### config.mk
export PLATFORM = sky130hd
export DESIGN_NAME = forwarder_reader
export DESIGN_NICKNAME = d
export VERILOG_FILES = /design/src/rtl/forwarder_reader.sv
export SDC_FILE = /design/constraint.sdc
export NUM_CORES = 1
export LEC_CHECK = 0
export ABC_AREA = 1
export CAP_MARGIN = 30
export CORE_MARGIN = 4
export CORE_UTILIZATION = 54
export CTS_CLUSTER_SIZE = 12
export DETAILED_ROUTE_END_ITERATION = 8
export PLACE_DENSITY = 0.81
export SYNTH_ARGS = -nofsm -noshare
export SYNTH_HDL_FRONTEND = slang
export SYNTH_SLANG_ARGS = --single-unit
### constraint.sdc
create_clock -name clk -period 13.05 [get_ports clk]
set_input_delay 1.305 -clock clk [delete_from_list [all_inputs] [get_ports clk]]
set_output_delay 1.305 -clock clk [all_outputs]
set_load 0.02 [all_outputs]
### src/rtl/forwarder_reader.sv
// forwarder_reader: streams a filled packet buffer out as 64-bit beats through a 2-entry FIFO.
// Optional m_tkeep port and final-beat byte enables are enabled by defining FWD_TKEEP_EN.
module forwarder_reader #(
    parameter int ADDR_WIDTH = 10
) (
    input  logic                  clk,
    input  logic                  rst,
    input  logic                  buf_valid,
    input  logic [ADDR_WIDTH+3:0] byte_length,
    output logic [ADDR_WIDTH-1:0] forwarder_rd_addr,
    output logic                  forwarder_rd_en,
    input  logic [63:0]           forwarder_rd_data,
    output logic                  forwarder_done,
    output logic [63:0]           m_tdata,
`ifdef FWD_TKEEP_EN
    output logic [7:0]            m_tkeep,
`endif
    output logic                  m_tlast,
    output logic                  m_tvalid,
    input  logic                  m_tready
);
    localparam int LW = ADDR_WIDTH + 4;
    localparam logic [LW-1:0] MAX_LEN = LW'(8) << ADDR_WIDTH;

    typedef enum logic [1:0] {IDLE, STREAM, DRAIN, DONE} state_t;

    state_t                state;
    logic [ADDR_WIDTH:0]   words;
    logic [ADDR_WIDTH-1:0] addr;
    logic                  inflight;
    logic                  inflight_last;
    logic                  cool;
    logic [1:0]            count;
    logic                  wptr;
    logic                  rptr;
    logic [63:0]           fifo_data [2];
    logic                  fifo_last [2];
    logic [LW-1:0]         len;
    logic [ADDR_WIDTH:0]   len_words;
    logic                  pop;
    logic                  issue;
    logic                  last_rd;

    assign len       = byte_length > MAX_LEN ? MAX_LEN : byte_length;
    assign len_words = len[LW-1:3] + (ADDR_WIDTH+1)'(|len[2:0]);
    assign pop       = m_tvalid & m_tready;
    assign last_rd   = {1'b0, addr} == words - (ADDR_WIDTH+1)'(1);
    // Reserve a FIFO slot for every read whose data has not landed yet.
    assign issue     = state == STREAM && 3'(count) + 3'(inflight) - 3'(pop) < 3'd2;

    assign forwarder_rd_en   = issue;
    assign forwarder_rd_addr = addr;
    assign m_tvalid          = count != 2'd0;
    assign m_tdata           = m_tvalid ? fifo_data[rptr] : 64'd0;
    assign m_tlast           = m_tvalid & fifo_last[rptr];

`ifdef FWD_TKEEP_EN
    logic [7:0] last_keep;
    logic [3:0] tail;

    assign tail    = {1'b0, 3'(len[2:0] - 3'd1)} + 4'd1;
    assign m_tkeep = !m_tvalid ? 8'h00 : m_tlast ? last_keep : 8'hFF;

    always_ff @(posedge clk)
        if (rst) last_keep <= 8'h00;
        else if (state == IDLE && !cool && buf_valid) last_keep <= 8'hFF << (4'd8 - tail);
`endif

    always_ff @(posedge clk) begin
        if (rst) begin
            state          <= IDLE;
            words          <= '0;
            addr           <= '0;
            inflight       <= 1'b0;
            inflight_last  <= 1'b0;
            cool           <= 1'b0;
            count          <= 2'd0;
            wptr           <= 1'b0;
            rptr           <= 1'b0;
            forwarder_done <= 1'b0;
        end else begin
            forwarder_done <= 1'b0;
            inflight       <= issue;
            inflight_last  <= issue & last_rd;
            count          <= count + 2'(inflight) - 2'(pop);
            if (inflight) begin
                fifo_data[wptr] <= forwarder_rd_data;
                fifo_last[wptr] <= inflight_last;
                wptr            <= ~wptr;
            end
            if (pop) rptr <= ~rptr;
            case (state)
                IDLE: begin
                    cool <= 1'b0;
                    // cool marks the swap slot right after DONE, where buf_valid is ignored
                    if (!cool && buf_valid) begin
                        words          <= len_words;
                        addr           <= '0;
                        state          <= len_words == '0 ? DONE : STREAM;
                        forwarder_done <= len_words == '0;
                    end
                end
                STREAM: if (issue) begin
                    if (last_rd) state <= DRAIN;
                    else addr <= addr + ADDR_WIDTH'(1);
                end
                DRAIN: if (pop && m_tlast) begin
                    state          <= DONE;
                    forwarder_done <= 1'b1;
                end
                DONE: begin
                    cool  <= 1'b1;
                    state <= IDLE;
                end
                default: state <= IDLE;
            endcase
        end
    end
endmodule

* Word level (Yosys, flattened, before mapping) *
Memory sizes are Yosys's and may differ from the RTL's. A register that Yosys moved wholly into a read port is not among the register bits.
Index checks and enable logic that the tools add are counted.
Widths: inputs -> output; s select.

operators by class
  add/sub/neg operators = 7
  order comparisons = 2
  equal/unequal tests = 9
  muxes and demuxes = 23
  bitwise logic cells = 5
  reductions and logical operators = 13

operator list
  kind                   number
  $mux 64                1
  $mux 10                3
  $pmux 10 s2            1
  $gt 14x14->1 const B   1
  $mux 14                1
  $add 11x1->11          1
  $eq 10x11->1           1
  $logic_not 11->1       1
  $sub 11x1->11 const B  1
  $add 10x1->10 const B  1
  $mux 2                 5
  $ne 2x2->1 const B     5
  $mux 1                 9
  $pmux 2 s4             1
  $reduce_and 4->1       2
  $reduce_bool 2->1      3
  $eq 2x2->1 const B     2
  $pmux 1 s2             2
  $add 2x1->3            1
  $and 1x1->1            3
  $logic_and 1x1->1      3
  $lt 3x2->1 const B     1
  $reduce_or 3->1        1
  $sub 3x1->3            1
  other kinds (7)        8

word-level totals
  flip-flop bits (word level) = 31
  memory bits (writable) = 130
  output and inout port bits = 78
  word-level logic and storage cells = 71
  memories = 2

memories
  memory     depth  bits a word  rd ports  clocked after memory_dff  write ports  line  source
  fifo_data  2      64           1         1                         1            36    logic [63:0] fifo_data [2];
  fifo_last  2      1            1         1                         1            37    logic fifo_last [2];

* Depth between registers and ports, before layout *
  depth in word-level cells = 8
  gate-level depth with buffers = 19
  mapped depth without buffers = 19

* Worst setup path after synthesis *
No wires, ideal clock.

  path type = input port to flip-flop
  from = in rst
  to = mem fifo_data[1][0] (enable)
  setup time = 568 ps
  arrival = 5,951 ps
  slack = 6,532 ps
  stages on the path = 2
  path buffers = 1
  cell sequence = clkbuf_1 -> nor3_1

between the ends
  word-level cells in the longest chain between the ends = 2

RTL lines
  item                          line  source
  start, declared               7     input logic rst,
  $mux 1                        70    if (rst) begin
  $mux 1 (implied by the code)  87    fifo_data[wptr] <= forwarder_rd_data;
  end, declared                 36

No other way between the ends.

* Worst setup path in the final report *
  from = in m_tready
  to = out forwarder_rd_en

between the ends
  word-level cells in the longest chain between the ends = 4

RTL lines
  item               line  source
  start, declared    20    input logic m_tready
  $and 1x1->1        46    assign pop = m_tvalid & m_tready;
  named net pop      40    logic pop;
  $sub 3x1->3        49    assign issue = state == STREAM && 3'(count) + 3'(inflight) - 3'(pop) < 3'd2;
  $lt 3x2->1         49
  $logic_and 1x1->1  49
  end, declared      11    output logic forwarder_rd_en,

The timed path passes the listed nets, and every way through them passes these cells.

==> impl_results.md <==
- Outcome: complete, no violations
- Most common cell after layout, fill and taps aside: nand2_1
- Element type at the critical path start: primary input
- Maximum clock frequency: 0.1925 GHz
- Setup TNS: 0 ns
- Most frequent cells in the layout: 197 x nand2_1, 159 x clkdlybuf4s50_1, 130 x edfxtp_1, 83 x a21oi_1
- HP Start: inflight_last
- Vias in the first global route: 5242
- Net Switching: 0.7098 mW
- # fillers: 848
- Slew HR: 0.3334
- Pwr/cell area: 200.1 nW/um^2
- Port-buffer cells: 159
- Synthesis-to-finish area growth: 32.62%
- Req. time, crit path: 11.74 ns
- Reg2Reg Depth: 15
- N_diodes: 0
- Largest net degree at the start of global routing: 67
- Clock tree sinks: 162
- Yosys reg bits: 162
- Global Route Usage Sum: 0.2189
- Row Count: 41
- Hold depth: 0
- Antenna violations before repair: 0
- I/O pin cnt: 160
- Switching portion of total power: 0.3755
- Clock Power Share: 0.245
- Sequential fraction of the synthesis area: 0.6380
- Initial Utilization: 0.5576
- Comb pwr share: 0.418
- Die footprint: 15090 um^2
- Routed Antenna Nets: 0
- Clk slew on worst S/H paths: 0.06 ns
- Slew Viols, Final: 0
- Slowest cell on the critical path: clkdlybuf4s50_1
- Post-synth EDFFs: 130
- First-pass GRT wire length: 25630 um
- Top_reg_cell synth: edfxtp_1
- Overall Power: 1.891 mW
- Sequential cell area: 4546 um^2
- Post-Place Cells: 1002
- Worst-Margin Slew: 0.9998 ns
- Clock Latency Late Sink: 0.41 ns
- GP Congestion: 0.9352
- Synthesis Warnings: 0
- GRT Residual Overflow: 0
- Nets: 942
- Multi-input logic area: 2286 um^2
- Clk_skew: 0.006419 ns
- Cell area after synthesis: 7123 um^2
- Layout cells sized above 1: 0.08121
- Crit path depth: 12
- Non-filler cells, final: 1034
- Async S/R FF share, synth: 0
- Final WL: 16590 um
- CP most frequent cell: inv_1
- Final period utilization: 0.3982
- Hold endpoint: fifo_last[0]
- Worst path cell trace: clkdlybuf4s50_1, nand2_1, inv_1, ha_1, inv_1, ha_1, inv_1, fa_1, xnor2_1, nand2_1, nor2_1, clkdlybuf4s50_1
- Fin crit period: 5.196 ns
- Int Pwr: 1.181 mW
- Clock Path Buffers: 2
- DRT iter0 DRCs: 481
- Placeable Area: 12770 um^2
- Total CTS buffers: 17
- Vias per inst: 5.314
- RSZ-0062 raised after global routing: no
- Fin util: 0.7395
- Flop pwr share: 0.337
- Worst hold path type: register to register
- Hold buffer count at CTS: 0
- Reg2Reg Setup Slack: 9.63 ns
- Post_cts resized: 0
- Final setup fails: 0
- P_leak: 3.520 nW
- DRC: 0
- CP Class: primary input to output pin
- TritonCTS clock tree: built
- Cells after Synth: 695
- Synth Net Count: 788
- # Post-CTS Setup Buffers: 0
- Drt wl/cell: 16.04 um
- DRT Pass-1 Iters: 5
- Crit-path max FO: 4
- Max-cap viol count: 0
- Number of distinct library cells after synthesis: 39
- H-tree Lvls: 4
- Mapped Avg Cell Area: 10.25 um^2
- Hold_ws: 0.4459 ns
- Vias: 5495
- Final hold violations: 0
- HPWL after DPL: 11070 um
- Maximum vdd drop: 0.1359 mV
- Reg-to-reg startpoint: count[1]
- CTS root buf: clkbuf_16
- Worst Path Buf+Inv: 5
- Worst r2r dst: state[0]
- Die Ht: 122.9 um
- Worst path arrival time: 3.89 ns
- Die Wd: 122.9 um
- CP Capture Type: output pin
- Top cell family by delay on the critical path: buffers and inverters
- Slowest stage delay, CP: 0.62 ns
==> flip-flops by register name (all words and copies together) (netlist names), named ones only <==
register and flops:
cool 1, count 2, fifo_data 128, fifo_last 2, forwarder_done 1, forwarder_rd_addr 10
inflight 1, inflight_last 1, rptr 1, state 2, words 11, wptr 1
==> cells in the mapped netlist (7+ instances only) <==
| cell type | n | area share |
|---|---|---|
| inv_1 | 44 | 0.023 |
| xor2_1 | 12 | 0.015 |
| nand3_1 | 29 | 0.020 |
| nand2_1 | 197 | 0.10 |
| a21oi_1 | 83 | 0.058 |
| o211ai_1 | 7 | 0.0074 |
| dfxtp_1 | 32 | 0.090 |
| nor2_1 | 45 | 0.024 |
| nor2_2 | 8 | 0.0070 |
| xnor2_1 | 11 | 0.014 |
| edfxtp_1 | 130 | 0.55 |
| clkbuf_1 | 20 | 0.011 |
| buf_1 | 7 | 0.0037 |
| ha_1 | 10 | 0.018 |
| o21ai_0 | 8 | 0.0056 |
==> layer usage <==
layer	global-route usage	routed length, um	vias up	share of wire
met3	0.05392	1219	26	0.073
met5	0	0	-	0
met2	0.3710	8270	217	0.50
met4	0.07908	298	0	0.018
li1	-	-	2649	-
met1	0.2730	6798	2603	0.41
==> power by group through the flow <==
stage	registers, mW	logic, mW	clock network (mW)
6_report	0.637	0.791	0.462
5_1_grt	0.641	0.857	0.492
4_1_cts	0.637	0.794	0.469
3_5_place_dp	0.647	0.788	0
3_3_place_gp	0.646	0.768	0
2_1_floorplan	0.644	0.467	0
==> kinds of logic (layout without fill, tap and decap cells) <==
group           Yosys count  in the layout  synth area share
simple gates            312            312            0.1899
flops                   162            162            0.6380
compound gates          107            107           0.07957
buf+inv                  80            247           0.04391
xor+xnor                 23             23           0.02828
fa+ha+maj                11             11           0.02038
==> metrics by stage <==
| step | setup WS (ns) | area [um^2] |
|---|---|---|
| after floorplan | 6.532 | 7123 |
| after global placement | 7.950 | 8864 |
| after detailed placement | 7.878 | 8884 |
| after CTS | 7.861 | 9447 |
| after global routing | 7.718 | 9447 |
| final | 7.854 | 9447 |
==> area by class of cell <==
type,instances,area share
Clock inverter,15,0.01457
Clock buffer,17,0.04503
Timing Repair Buffer,165,0.1746
Multi-Input combinational cell,453,0.2420
Sequential cell,162,0.4812
Tap cell,172,0.02278
Inverter,50,0.01987
==> worst reg2reg max path, cell delays in order (launching register included) <==
cell,delay [ns]
dfxtp_1,0.46
nor2_4,0.05
inv_1,0.09
nand2_1,0.05
inv_1,0.10
ha_1,0.24
inv_1,0.07
ha_1,0.15
inv_1,0.05
fa_1,0.38
xnor2_1,0.15
nand2_1,0.13
a22oi_1,0.78
nand3_1,0.30
nor3_1,0.25
nor2_1,0.07
==> worst max-delay path by stage <==
stage | startpoint | end | slack [ns]
finish | m_tready | forwarder_rd_en | 7.85
global route | m_tready | forwarder_rd_en | 7.72
CTS | m_tready | forwarder_rd_en | 7.86
detailed placement | m_tready | forwarder_rd_en | 7.88
global placement | m_tready | forwarder_rd_en | 7.95
floorplan | rst | fifo_data[1][0] | 6.53
Note: power is estimated with default switching activity, not from simulation.
